File: src/rtl/approx_err_monitor.sv
// approx_err_monitor
//   Streaming error-statistics stage for segmented approximate adders.
//   Each accepted sample (in_a, in_b, in_y) is compared against the exact
//   sum. The error distance (ED) is accumulated over a window of
//   2^WINDOW_LOG2 samples: the count of samples with a nonzero ED, the
//   largest ED and the summed ED. The result is then offered as one
//   report word over a valid/ready handshake.
//
//   Optional feature macro: ERRMON_COUT_EN
//     defined   : in_cout port exists, approx = {in_cout, in_y}, and the
//                 comparison uses the full WIDTH+1-bit exact sum.
//     undefined : no in_cout port, and the comparison is modulo 2^WIDTH.
//
//   Ports
//     clk, rst                    clock, async active-high reset
//     clear                       synchronous flush of window and in-flight sample
//     in_valid / in_ready         sample handshake
//     in_a, in_b                  adder operands (unsigned)
//     in_y                        approximate sum from the adder under test
//     in_cout                     approximate carry-out (ERRMON_COUT_EN only)
//     out_valid / out_ready       report handshake
//     out_err_cnt                 samples in the window with ED != 0
//     out_max_ed                  largest ED in the window
//     out_sum_ed                  sum of ED over the window (cannot overflow)
//
//   state   | meaning
//   --------+--------------------------------------------------------
//   ACCUM   | accepting samples, accumulating statistics
//   DRAIN   | one cycle so stage 2 absorbs the last accepted sample
//   REPORT  | report presented, waiting for out_ready

module approx_err_monitor #(
  parameter int WIDTH       = 32,
  parameter int WINDOW_LOG2 = 8
) (
  input  logic                       clk,
  input  logic                       rst,
  input  logic                       clear,
  input  logic                       in_valid,
  output logic                       in_ready,
  input  logic [WIDTH-1:0]           in_a,
  input  logic [WIDTH-1:0]           in_b,
  input  logic [WIDTH-1:0]           in_y,
`ifdef ERRMON_COUT_EN
  input  logic                       in_cout,
`endif
  output logic                       out_valid,
  input  logic                       out_ready,
  output logic [WINDOW_LOG2:0]       out_err_cnt,
  output logic [WIDTH:0]             out_max_ed,
  output logic [WIDTH+WINDOW_LOG2:0] out_sum_ed
);

  localparam int CNT_W = WINDOW_LOG2 + 1;
  localparam int SUM_W = WIDTH + 1 + WINDOW_LOG2;
  localparam int N     = 1 << WINDOW_LOG2;
  localparam logic [CNT_W-1:0] CNT_LAST = CNT_W'(N - 1);
  localparam logic [CNT_W-1:0] CNT_ONE  = CNT_W'(1);

  typedef enum logic [1:0] {
    ST_ACCUM  = 2'd0,
    ST_DRAIN  = 2'd1,
    ST_REPORT = 2'd2
  } state_t;

  state_t             r_state;
  state_t             w_state_nxt;
  logic [CNT_W-1:0]   r_cnt;
  logic               r_s1_valid;
  logic [WIDTH:0]     r_s1_ed;
  logic [CNT_W-1:0]   r_err_cnt;
  logic [WIDTH:0]     r_max_ed;
  logic [SUM_W-1:0]   r_sum_ed;

  logic               w_accept;
  logic               w_out_valid;
  logic               w_handshake;
  logic [WIDTH:0]     w_ed;

  // in_ready must read 0 for the whole time rst is high, not only after
  // the first edge, so rst gates it directly.
  assign in_ready = (r_state == ST_ACCUM) && !rst;
  assign w_accept = in_valid && in_ready;

`ifdef ERRMON_COUT_EN
  logic [WIDTH:0] w_exact;
  logic [WIDTH:0] w_approx;

  assign w_exact  = {1'b0, in_a} + {1'b0, in_b};
  assign w_approx = {in_cout, in_y};
  assign w_ed     = (w_exact >= w_approx) ? (w_exact - w_approx)
                                          : (w_approx - w_exact);
`else
  logic [WIDTH-1:0] w_exact_t;
  logic [WIDTH-1:0] w_diff;

  // The carry out of the exact sum is dropped, so the comparison is
  // modulo 2^WIDTH.
  assign w_exact_t = in_a + in_b;
  assign w_diff    = (w_exact_t >= in_y) ? (w_exact_t - in_y)
                                         : (in_y - w_exact_t);
  assign w_ed      = {1'b0, w_diff};
`endif

  always_comb begin
    w_state_nxt = r_state;
    w_out_valid = 1'b0;
    w_handshake = 1'b0;
    case (r_state)
      ST_ACCUM: begin
        if (w_accept && (r_cnt == CNT_LAST)) w_state_nxt = ST_DRAIN;
      end
      ST_DRAIN: begin
        w_state_nxt = ST_REPORT;
      end
      ST_REPORT: begin
        w_out_valid = 1'b1;
        if (out_ready) begin
          w_handshake = 1'b1;
          w_state_nxt = ST_ACCUM;
        end
      end
      default: begin
        w_state_nxt = ST_ACCUM;
      end
    endcase
    // clear wins over any accept or report handshake in the same cycle.
    if (clear) w_state_nxt = ST_ACCUM;
  end

  always_ff @(posedge clk or posedge rst) begin
    if (rst) begin
      r_state <= ST_ACCUM;
    end else begin
      r_state <= w_state_nxt;
    end
  end

  always_ff @(posedge clk or posedge rst) begin
    if (rst) begin
      r_cnt      <= '0;
      r_s1_valid <= 1'b0;
      r_s1_ed    <= '0;
      r_err_cnt  <= '0;
      r_max_ed   <= '0;
      r_sum_ed   <= '0;
    end else if (clear) begin
      r_cnt      <= '0;
      r_s1_valid <= 1'b0;
      r_s1_ed    <= '0;
      r_err_cnt  <= '0;
      r_max_ed   <= '0;
      r_sum_ed   <= '0;
    end else begin
      r_s1_valid <= w_accept;
      if (w_accept) begin
        r_s1_ed <= w_ed;
        r_cnt   <= r_cnt + CNT_ONE;
      end
      // A handshake only happens in REPORT, where stage 1 is empty, so the
      // two branches never compete for the same sample.
      if (w_handshake) begin
        r_cnt     <= '0;
        r_err_cnt <= '0;
        r_max_ed  <= '0;
        r_sum_ed  <= '0;
      end else if (r_s1_valid) begin
        r_err_cnt <= r_err_cnt + {{WINDOW_LOG2{1'b0}}, (r_s1_ed != '0)};
        if (r_s1_ed > r_max_ed) r_max_ed <= r_s1_ed;
        r_sum_ed  <= r_sum_ed + {{WINDOW_LOG2{1'b0}}, r_s1_ed};
      end
    end
  end

  assign out_valid   = w_out_valid;
  assign out_err_cnt = r_err_cnt;
  assign out_max_ed  = r_max_ed;
  assign out_sum_ed  = r_sum_ed;

endmodule

File: config.mk
export PLATFORM = sky130hd
export DESIGN_NAME = approx_err_monitor
export DESIGN_NICKNAME = d
export VERILOG_FILES = /design/src/rtl/approx_err_monitor.sv
export SDC_FILE = /design/constraint.sdc
export NUM_CORES = 1
export LEC_CHECK = 0
export CORE_ASPECT_RATIO = 1.4
export CORE_UTILIZATION = 40
export DETAILED_ROUTE_END_ITERATION = 8
export RECOVER_POWER = 100
export SYNTH_ARGS = -nofsm -noshare
export SYNTH_HDL_FRONTEND = slang
export SYNTH_SLANG_ARGS = --single-unit
File: constraint.sdc
create_clock -name clk -period 8.5 [get_ports clk]
set_input_delay 2.55 -clock clk [delete_from_list [all_inputs] [get_ports clk]]
set_output_delay 2.55 -clock clk [all_outputs]
set_load 0.005 [all_outputs]
==> summary.md, run 1 <==
| Metric | Value |
|---|---|
| First-pass GRT wire length | `61000 µm` |
| Fmax achieved | `123 MHz` |
| Synth Flop Type | `dfrtp_1` |
| R2R Setup Slk | `4.57 ns` |
| Final Non-Filler Cells | `2155` |
| Setup crit start kind | `input pin` |
| Dpl cells | `2123` |
| Worst hold start | `r_cnt[8]$_DFFE_PP0P_` |
| Hold Path Stages | `2` |
| Register area | `3150 µm²` |
| Routed WL | `37200 µm` |
| Worst VDD drop | `0.0921 mV` |
| Root Buffer | `clkbuf_16` |
| Fill cell count | `3113` |
| Largest area contributor in the netlist | `dfrtp_1` |
| Setup-failing EPs final | `0` |
| Worst R2R Path Depth | `10` |
| Syn Nets | `1852` |
| Area contributors post-synth | `dfrtp_1 (25%), ha_1 (16%), a21oi_1 (6.1%)` |
| Hold Vio Cnt, Final | `0` |
| CP Max Fanout | `9` |
| Post-CTS Setup Bufs | `0` |
| Worst slew pin tran | `3.70 ns` |
| RSZ-0062 raised after global routing | `false` |
| Routed len/inst | `17.2 µm` |
| Outcome | `finished with violations` |
| I/O Buffers | `184` |
| Share of cells above drive strength 1 | `4.55%` |
| Nets | `2014` |
| Initial antenna violation count | `1` |
| Die Area | `32800 µm²` |
| Reg2reg start | `r_s1_ed[10]$_DFFE_PP0P_` |
| Largest net degree at the start of global routing | `82` |
| Fin crit share | `95.3%` |
| Synth Warn # | `0` |
| Vias in the first global route | `12200` |
| DIE WIDTH | `153 µm` |
| Post-synth EDFFs | `0` |
| Total GRT Usage | `22.9%` |
| Nature of the critical path endpoint | `register` |
| Worst min path class | `register to register` |
| TritonRoute pass-1 iters | `5` |
| Post-Synthesis Cells | `1585` |
| Minimum clock period after layout | `8.10 ns` |
| H-tree levels | `4` |
| R2r endpoint | `out_sum_ed[37]$_DFFE_PP0P_` |
| Worst skew pair latency | `0.42 ns` |
| Number of routed nets with antenna violations | `0` |
| # rows | `77` |
| Setup tns final | `0 ns` |
| Setup skew after layout | `0.00879 ns` |
| Launch point of the worst path | `in_a[1]` |
| Reg clk slew, reported paths | `0.06 ns` |
| Slew Limit Fails | `181` |
| TritonCTS Buffers | `17` |
| Io pins | `186` |
| Grt total ovfl | `0` |
| Clock sink count | `126` |
| PwrDens | `174 nW/µm²` |
| Setup CP Type | `input pin to register` |
| Multi-input logic area | `8900 µm²` |
| Clk buf depth | `2` |
| Fraction of registers with async set or reset after synthesis | `100%` |
| Distinct cells, synth | `75` |
| Leak | `0.00778 µW` |
| CTS tree | `done` |
| Seq/Total Area, Yosys | `24.6%` |
| Hold_buf cts | `0` |
| Area of the mapped netlist | `12800 µm²` |
| Synth Area per Inst | `8.10 µm²` |
| Critical Path RT | `8.74 ns` |
| Vert. Die Dim | `214 µm` |
| DP HPWL | `29700 µm` |
| Max Cap Violations | `3` |
| Violated checks | `capacitance limit, slew limit` |
| Slew Limit Headroom | `-148%` |
| DRC viols | `0` |
| Area growth syn-to-layout | `22.1%` |
| Placer Congestion | `0.897` |
| Vias/cell | `5.61` |
| Synth Register Bits | `126` |
| Post-cts repair resize count | `0` |
| Initial Util | `40.6%` |
| Initial DRC Count | `481` |
| WP data arrival | `8.34 ns` |
| WHS Endpoint | `r_cnt[8]$_DFFE_PP0P_` |
| Via count | `12100` |
| Core area | `31600 µm²` |
| Yosys top cell area share | `24.6%` |
-- synthesized netlist by cell type, drive strengths merged (3+ instances only) --
cell	instances
o211ai	16
nor4	13
a311oi	3
a21o	69
clkbuf	36
o221ai	3
nand3b	3
o31ai	6
buf	35
or2	8
inv	120
a31o	7
a221o	5
and2	10
a32oi	3
xnor2	51
a21oi	157
o21bai	20
nand4	27
a311o	3
o21a	9
nor2b	10
a2111oi	4
o21ai	101
a31oi	16
a211oi	32
mux2i	63
dfrtp	126
xor2	48
and3	24
or3	18
and4	6
nand2	97
o2111ai	4
nand2b	6
a221oi	6
nor2	148
fa	4
nand3	50
ha	162
nor3	21
o22ai	3
a21boi	6
-- cells by family after synthesis --
family          after synthesis  share of synthesized area [%]
compound gates              490                           24.4
xor+xnor                     99                           6.76
fa+ha+maj                   166                           16.4
buf+inv                     191                           6.04
flops                       126                           24.6
mux                          64                           5.03
other cells                   1                         0.0292
simple gates                448                           16.8
-- metrics by stage --
stage | hold WS [ns] | worst slack [ns] | utilization, % | cell area [µm²] | power [µW]
floorplan | 0.469 | 1.18 | - | 12800 | 1600
global placement | 0.485 | 0.213 | 47.8 | 15100 | 1970
detailed placement | 0.489 | 0.0726 | 47.8 | 15100 | 1980
CTS | 0.501 | 0.503 | 49.7 | 15700 | 2750
global route | 0.555 | 0.127 | 49.6 | 15700 | 2910
finish | 0.499 | 0.397 | 49.6 | 15700 | 2730
-- worst max path at each step --
stage,cells after the start,endpoint,slack (ns)
after floorplan,21,r_s1_ed[24]$_DFFE_PP0P_,1.18
after global placement,21,r_s1_ed[7]$_DFFE_PP0P_,0.21
after detailed placement,21,r_s1_ed[7]$_DFFE_PP0P_,0.07
after CTS,21,r_s1_ed[7]$_DFFE_PP0P_,0.50
after global routing,22,r_s1_ed[5]$_DFFE_PP0P_,0.13
final,22,r_s1_ed[5]$_DFFE_PP0P_,0.40
-- placed cells by master, fill, tap and decap left out, types with 5 or more instances in the layout --
| cell type | n |
|---|---|
| xnor2_1 | 51 |
| a21o_1 | 69 |
| nand4_1 | 26 |
| buf_4 | 23 |
| a31oi_1 | 15 |
| clkdlybuf4s50_1 | 98 |
| a31o_2 | 7 |
| nand2b_1 | 6 |
| a211oi_1 | 32 |
| o21bai_1 | 20 |
| nand3_1 | 50 |
| o211ai_1 | 15 |
| and3_1 | 24 |
| o21a_1 | 9 |
| a21boi_0 | 5 |
| a21oi_1 | 157 |
| and4_1 | 6 |
| mux2i_1 | 63 |
| clkbuf_16 | 17 |
| nand2_1 | 97 |
| nor2b_1 | 10 |
| or2_2 | 8 |
| a221o_1 | 5 |
| inv_1 | 119 |
| and2_1 | 9 |
| o21ai_0 | 96 |
| dfrtp_1 | 126 |
| a221oi_1 | 6 |
| dlygate4sd3_1 | 86 |
| ha_1 | 162 |
| nor4_1 | 13 |
| o31ai_1 | 6 |
| nor2_1 | 148 |
| nor3_1 | 21 |
| or3_1 | 17 |
| clkbuf_1 | 7 |
| xor2_1 | 48 |
-- worst max-delay path: stages --
cell and delay, ns:
clkdlybuf4s50_1 0.45, ha_1 0.31, a21oi_1 0.26, o2111ai_1 0.20
nand2_1 0.17, o211ai_1 0.14, a221o_1 0.37, a41o_1 0.26
a41oi_1 0.26, mux2_2 0.38, or2_2 0.30, ha_1 0.29
a211oi_1 0.30, o21ai_0 0.21, a41oi_2 0.43, nand2_1 0.18
o21a_1 0.31, buf_4 0.20, clkbuf_2 0.19, o21ai_0 0.31
xor2_1 0.18, a21oi_1 0.08
-- layout make-up --
cell class,instances,share of cell area (%)
Clock inverter,9,0.862
Clock buffer,22,3.03
Tap cell,395,3.15
Antenna cell,1,0.0160
Sequential cell,126,20.1
Timing Repair Buffer,214,13.1
Inverter,120,2.88
Multi-Input combinational cell,1268,56.8
-- power breakdown --
part	switching [µW]	internal [µW]	leakage (µW)	total [µW]
clock network	276	483	0.000288	759
registers	50.3	631	0.00174	681
logic	751	539	0.00575	1290
-- flip-flops by register name, indices dropped and copies added (netlist names) --
| register | count |
|---|---|
| r_s1_valid | 1 |
| out_max_ed | 32 |
| r_cnt | 9 |
| r_state | 2 |
| r_s1_ed | 32 |
| out_sum_ed | 41 |
| out_err_cnt | 9 |
-- layer usage --
layer  vias up  global-route usage (%)  part of all wire, %
li1       6060                       -                    -
met5         -                       0                0.032
met3        70                    2.41                  2.8
met2       277                    41.7                   50
met4         2                    9.47                  3.6
met1      5679                    27.1                   43
No activity file was read; power rests on OpenSTA's default activity.
==> inputs of run 2 (changes only) <==
--- a/config.mk
+++ b/config.mk
@@ -6,8 +6,10 @@
 export NUM_CORES = 1
 export LEC_CHECK = 0
 export CORE_ASPECT_RATIO = 1.4
-export CORE_UTILIZATION = 40
+export CORE_UTILIZATION = 56
 export DETAILED_ROUTE_END_ITERATION = 8
+export GPL_TIMING_DRIVEN = 0
+export PLACE_DENSITY = 0.82
 export RECOVER_POWER = 100
 export SYNTH_ARGS = -nofsm -noshare
 export SYNTH_HDL_FRONTEND = slang
==> constraint.sdc (replaced) <==
create_clock -name clk -period 8.85 [get_ports clk]
set_input_delay 2.655 -clock clk [delete_from_list [all_inputs] [get_ports clk]]
set_output_delay 2.655 -clock clk [all_outputs]
set_load 0.005 [all_outputs]
==> run 2 against run 1 <==
  * The run still ends with capacitance limit, slew limit left
  * Register-to-register slack improved by 0.43 ns
  * First-iteration DRC count rose by 28%
  * Die area fell by 28%
  * Total power fell by 2.2%
  * Combinational power fell by 3%
  * Cell count fell by 2.4%
  * Highest routed layer unchanged
  * Setup slack got worse by 0.016 ns
  * Critical path depth rose by 1
  * Clock skew rose by 0.0030 ns
==> summary.md, run 2 (synthesis results as in run 1) <==
| Metric | Value |
|---|---|
| Slew Limit Fails | `129 (-29%)` |
| Cell area after layout | `15700 µm² (+0.30%)` |
| Slowest CP cell | `clkdlybuf4s50_1` |
| Sw Ratio | `39.7% (+0.22 points)` |
| Placed inst area | `15100 µm² (about the same)` |
| Post-Route M1 WL | `14600 µm (-9.0%)` |
| Number of routed nets with antenna violations | `0 (unchanged)` |
| Hold_buf cts | `0 (unchanged)` |
| CTS tree | `done` |
| Dpl ws | `-0.279 ns (-0.352 ns)` |
| Nets | `2058 (+2.2%)` |
| Comb power frac | `46.9% (-0.4 points)` |
| Leading cell type in the layout, fill and taps excluded | `ha_1` |
| Max Cap Violations | `2 (-1)` |
| Setup skew after layout | `0.0118 ns (+0.00304 ns)` |
| TritonCTS Buffers | `17 (unchanged)` |
| Fin crit share | `95.7%` |
| DRC viols | `0 (unchanged)` |
| Routed WL | `38200 µm (+2.8%)` |
| Commonest cells after routing, fill and taps aside | `ha_1 (162), a21oi_1 (157), nor2_1 (148), dfrtp_1 (126), inv_1 (119)` |
| Top Metal Used | `met5` |
| Clk buf depth | `2 (unchanged)` |
| # rows | `65 (-16%)` |
| Reg clk slew, reported paths | `0.05 ns (about the same)` |
| Minimum clock period after layout | `8.47 ns` |
| Total GRT Usage | `33.0% (+10 points)` |
| Violated checks | `capacitance limit, slew limit` |
| Vias/cell | `6.07 (+8.2%)` |
| Setup-failing EPs final | `0 (unchanged)` |
| Core area | `22500 µm² (-29%)` |
| Worst VDD drop | `0.146 mV (+59%)` |
| WP data arrival | `8.75 ns (+0.41 ns)` |
| Worst slew pin tran | `3.66 ns (-0.0393 ns)` |
| Worst skew pair latency | `0.43 ns (about the same)` |
| Largest register FFs | `41 (unchanged)` |
| Metal3 WL | `1770 µm (+72%)` |
| Io pins | `186 (unchanged)` |
| Root Buffer | `clkbuf_16` |
| Switching power | `1060 µW (-1.7%)` |
| Initial antenna violation count | `1 (unchanged)` |
| Placer Congestion | `0.937 (+4.4%)` |
| Initial Util | `57.0% (+16 points)` |
| Clock sink count | `126 (unchanged)` |
| First-pass GRT wire length | `61300 µm (+0.58%)` |
| Nature of the critical path endpoint | `register` |
| Setup crit start kind | `input pin` |
| CP max stage delay | `0.45 ns (about the same)` |
| DIE WIDTH | `130 µm (-15%)` |
| Critical Path RT | `9.13 ns (+0.39 ns)` |
| DP HPWL | `30200 µm (+1.9%)` |
| I/O Buffers | `184 (unchanged)` |
| Share of cells above drive strength 1 | `4.60% (+0.055 points)` |
| Post-layout util | `69.8% (+20 points)` |
| Largest net degree at the start of global routing | `82 (unchanged)` |
| Clock Power Share | `28.5% (+0.7 points)` |
| Routed len/inst | `18.2 µm (+5.3%)` |
| Hold Vio Cnt, Final | `0 (unchanged)` |
| Crit-path cells | `clkdlybuf4s50_1, ha_1, a21oi_1, o2111ai_1, nand2_1, o211ai_1, a221o_1, a41o_1, a41oi_2, mux2_1, or2_2, ha_1, a211oi_1, o21ai_1, a41oi_4, nand2_1, o21ai_2, buf_2, buf_2, nor2_1, a21oi_1, xnor2_1, a21oi_1` |
| Cell-internal power | `1610 µW (-2.6%)` |
| Fmax achieved | `118 MHz` |
| Met2 wire len | `19700 µm (+5.4%)` |
| Via count | `12800 (+5.6%)` |
| Diode count | `0 (-1)` |
| Top cell by count, worst path | `a21oi_1` |
| Slew Limit Headroom | `-144% (+4.0 points)` |
| Initial DRC Count | `618 (+28%)` |
| Final worst setup slack | `0.382 ns (-0.0158 ns)` |
| TritonRoute pass-1 iters | `7 (+2)` |
| H-tree levels | `4 (unchanged)` |
| Outcome | `finished with violations` |
| Sequential power share | `24.6% (-0.3 points)` |
| Worst min path class | `register to register` |
| Area growth syn-to-layout | `22.5%` |
| Fill cell count | `1859 (-40%)` |
| Die Area | `23500 µm² (-28%)` |
| Vias in the first global route | `12500 (+2.7%)` |
| Setup CP Type | `input pin to register` |
| Leak | `0.00784 µW (+0.75%)` |
| CP Max Fanout | `10 (+1)` |
| Grt total ovfl | `0 (unchanged)` |
| Vert. Die Dim | `181 µm (-15%)` |
| PwrDens | `170 nW/µm² (-2.5%)` |
| RSZ-0062 raised after global routing | `false` |
run 2: cell count changes in the layout (fill, tap and decap cells not counted), sizes merged:
cell | previous run | this run
diode | 1 | 0
buf | 24 | 29
bufinv | 3 | 4
inv | 119 | 120
clkdlybuf4s25 | 0 | 1
clkbuf | 28 | 65
clkinvlp | 4 | 3
run 2: per-layer routing:
layer | track usage (%) | vias to the layer above
li1 | - | 6146
met1 | 36.3 | 6006
met2 | 59.8 | 482
met3 | 4.20 | 131
met4 | 18.6 | 2
met5 | 0 | -
run 2: cell type report:
cell class / instances / area (µm²) / share of cell area (%)
Buffer: 71 / 314 / 2.00
Timing Repair Buffer: 187 / 1870 / 11.9
Clock inverter: 10 / 159 / 1.01
Tap cell: 301 / 377 / 2.40
Multi-Input combinational cell: 1268 / 8920 / 56.7
Inverter: 120 / 452 / 2.87
Sequential cell: 126 / 3150 / 20.1
Clock buffer: 21 / 480 / 3.06
run 2: power by group through the flow:
stage	registers (µW)	logic, µW	clock network [µW]
after floorplan	643	891	0
after global placement	663	1200	0
after detailed placement	664	1220	0
after CTS	655	1240	765
after global routing	659	1370	790
final	657	1250	761
run 2: final timing paths:
check | depth (start not counted) | slack [ns] | end | from
max reg2reg | 10 | 5.00 | out_sum_ed[39]$_DFFE_PP0P_ | r_s1_ed[10]$_DFFE_PP0P_
min reg2reg | 2 | 0.51 | out_sum_ed[28]$_DFFE_PP0P_ | out_sum_ed[28]$_DFFE_PP0P_
max in group asynchronous | 3 | 1.11 | out_max_ed[4]$_DFFE_PP0P_ | rst
max | 23 | 0.38 | r_s1_ed[19]$_DFFE_PP0P_ | in_a[1]
min in group asynchronous | 2 | 3.29 | r_state[0]$_DFFE_PP0P_ | rst
min | 2 | 0.51 | out_sum_ed[28]$_DFFE_PP0P_ | out_sum_ed[28]$_DFFE_PP0P_
run 2: critical path: cells and delay by family:
kind	cells	cell delay [ns]
compound gates	12	3.01
buf+inv	3	1.13
simple gates	4	0.73
fa+ha+maj	2	0.67
mux	1	0.38
xor+xnor	1	0.18
run 2: per-stage QoR:
stage               setup TNS (ns)  total power [µW]  cells  hold WS, ns
global route                     0              2820   2104        0.536
floorplan                        0              1530   1585        0.469
CTS                              0              2660   2102        0.516
finish                           0              2670   2104        0.508
detailed placement           -1.74              1890   2071        0.504
global placement             -1.72              1870   2070        0.485
run 2: timing repair:
action	CTS	global route
gates resized for setup	0	2
buffers inserted	0	2
endpoints found under the hold margin	0	0
endpoints found under the setup margin	0	22
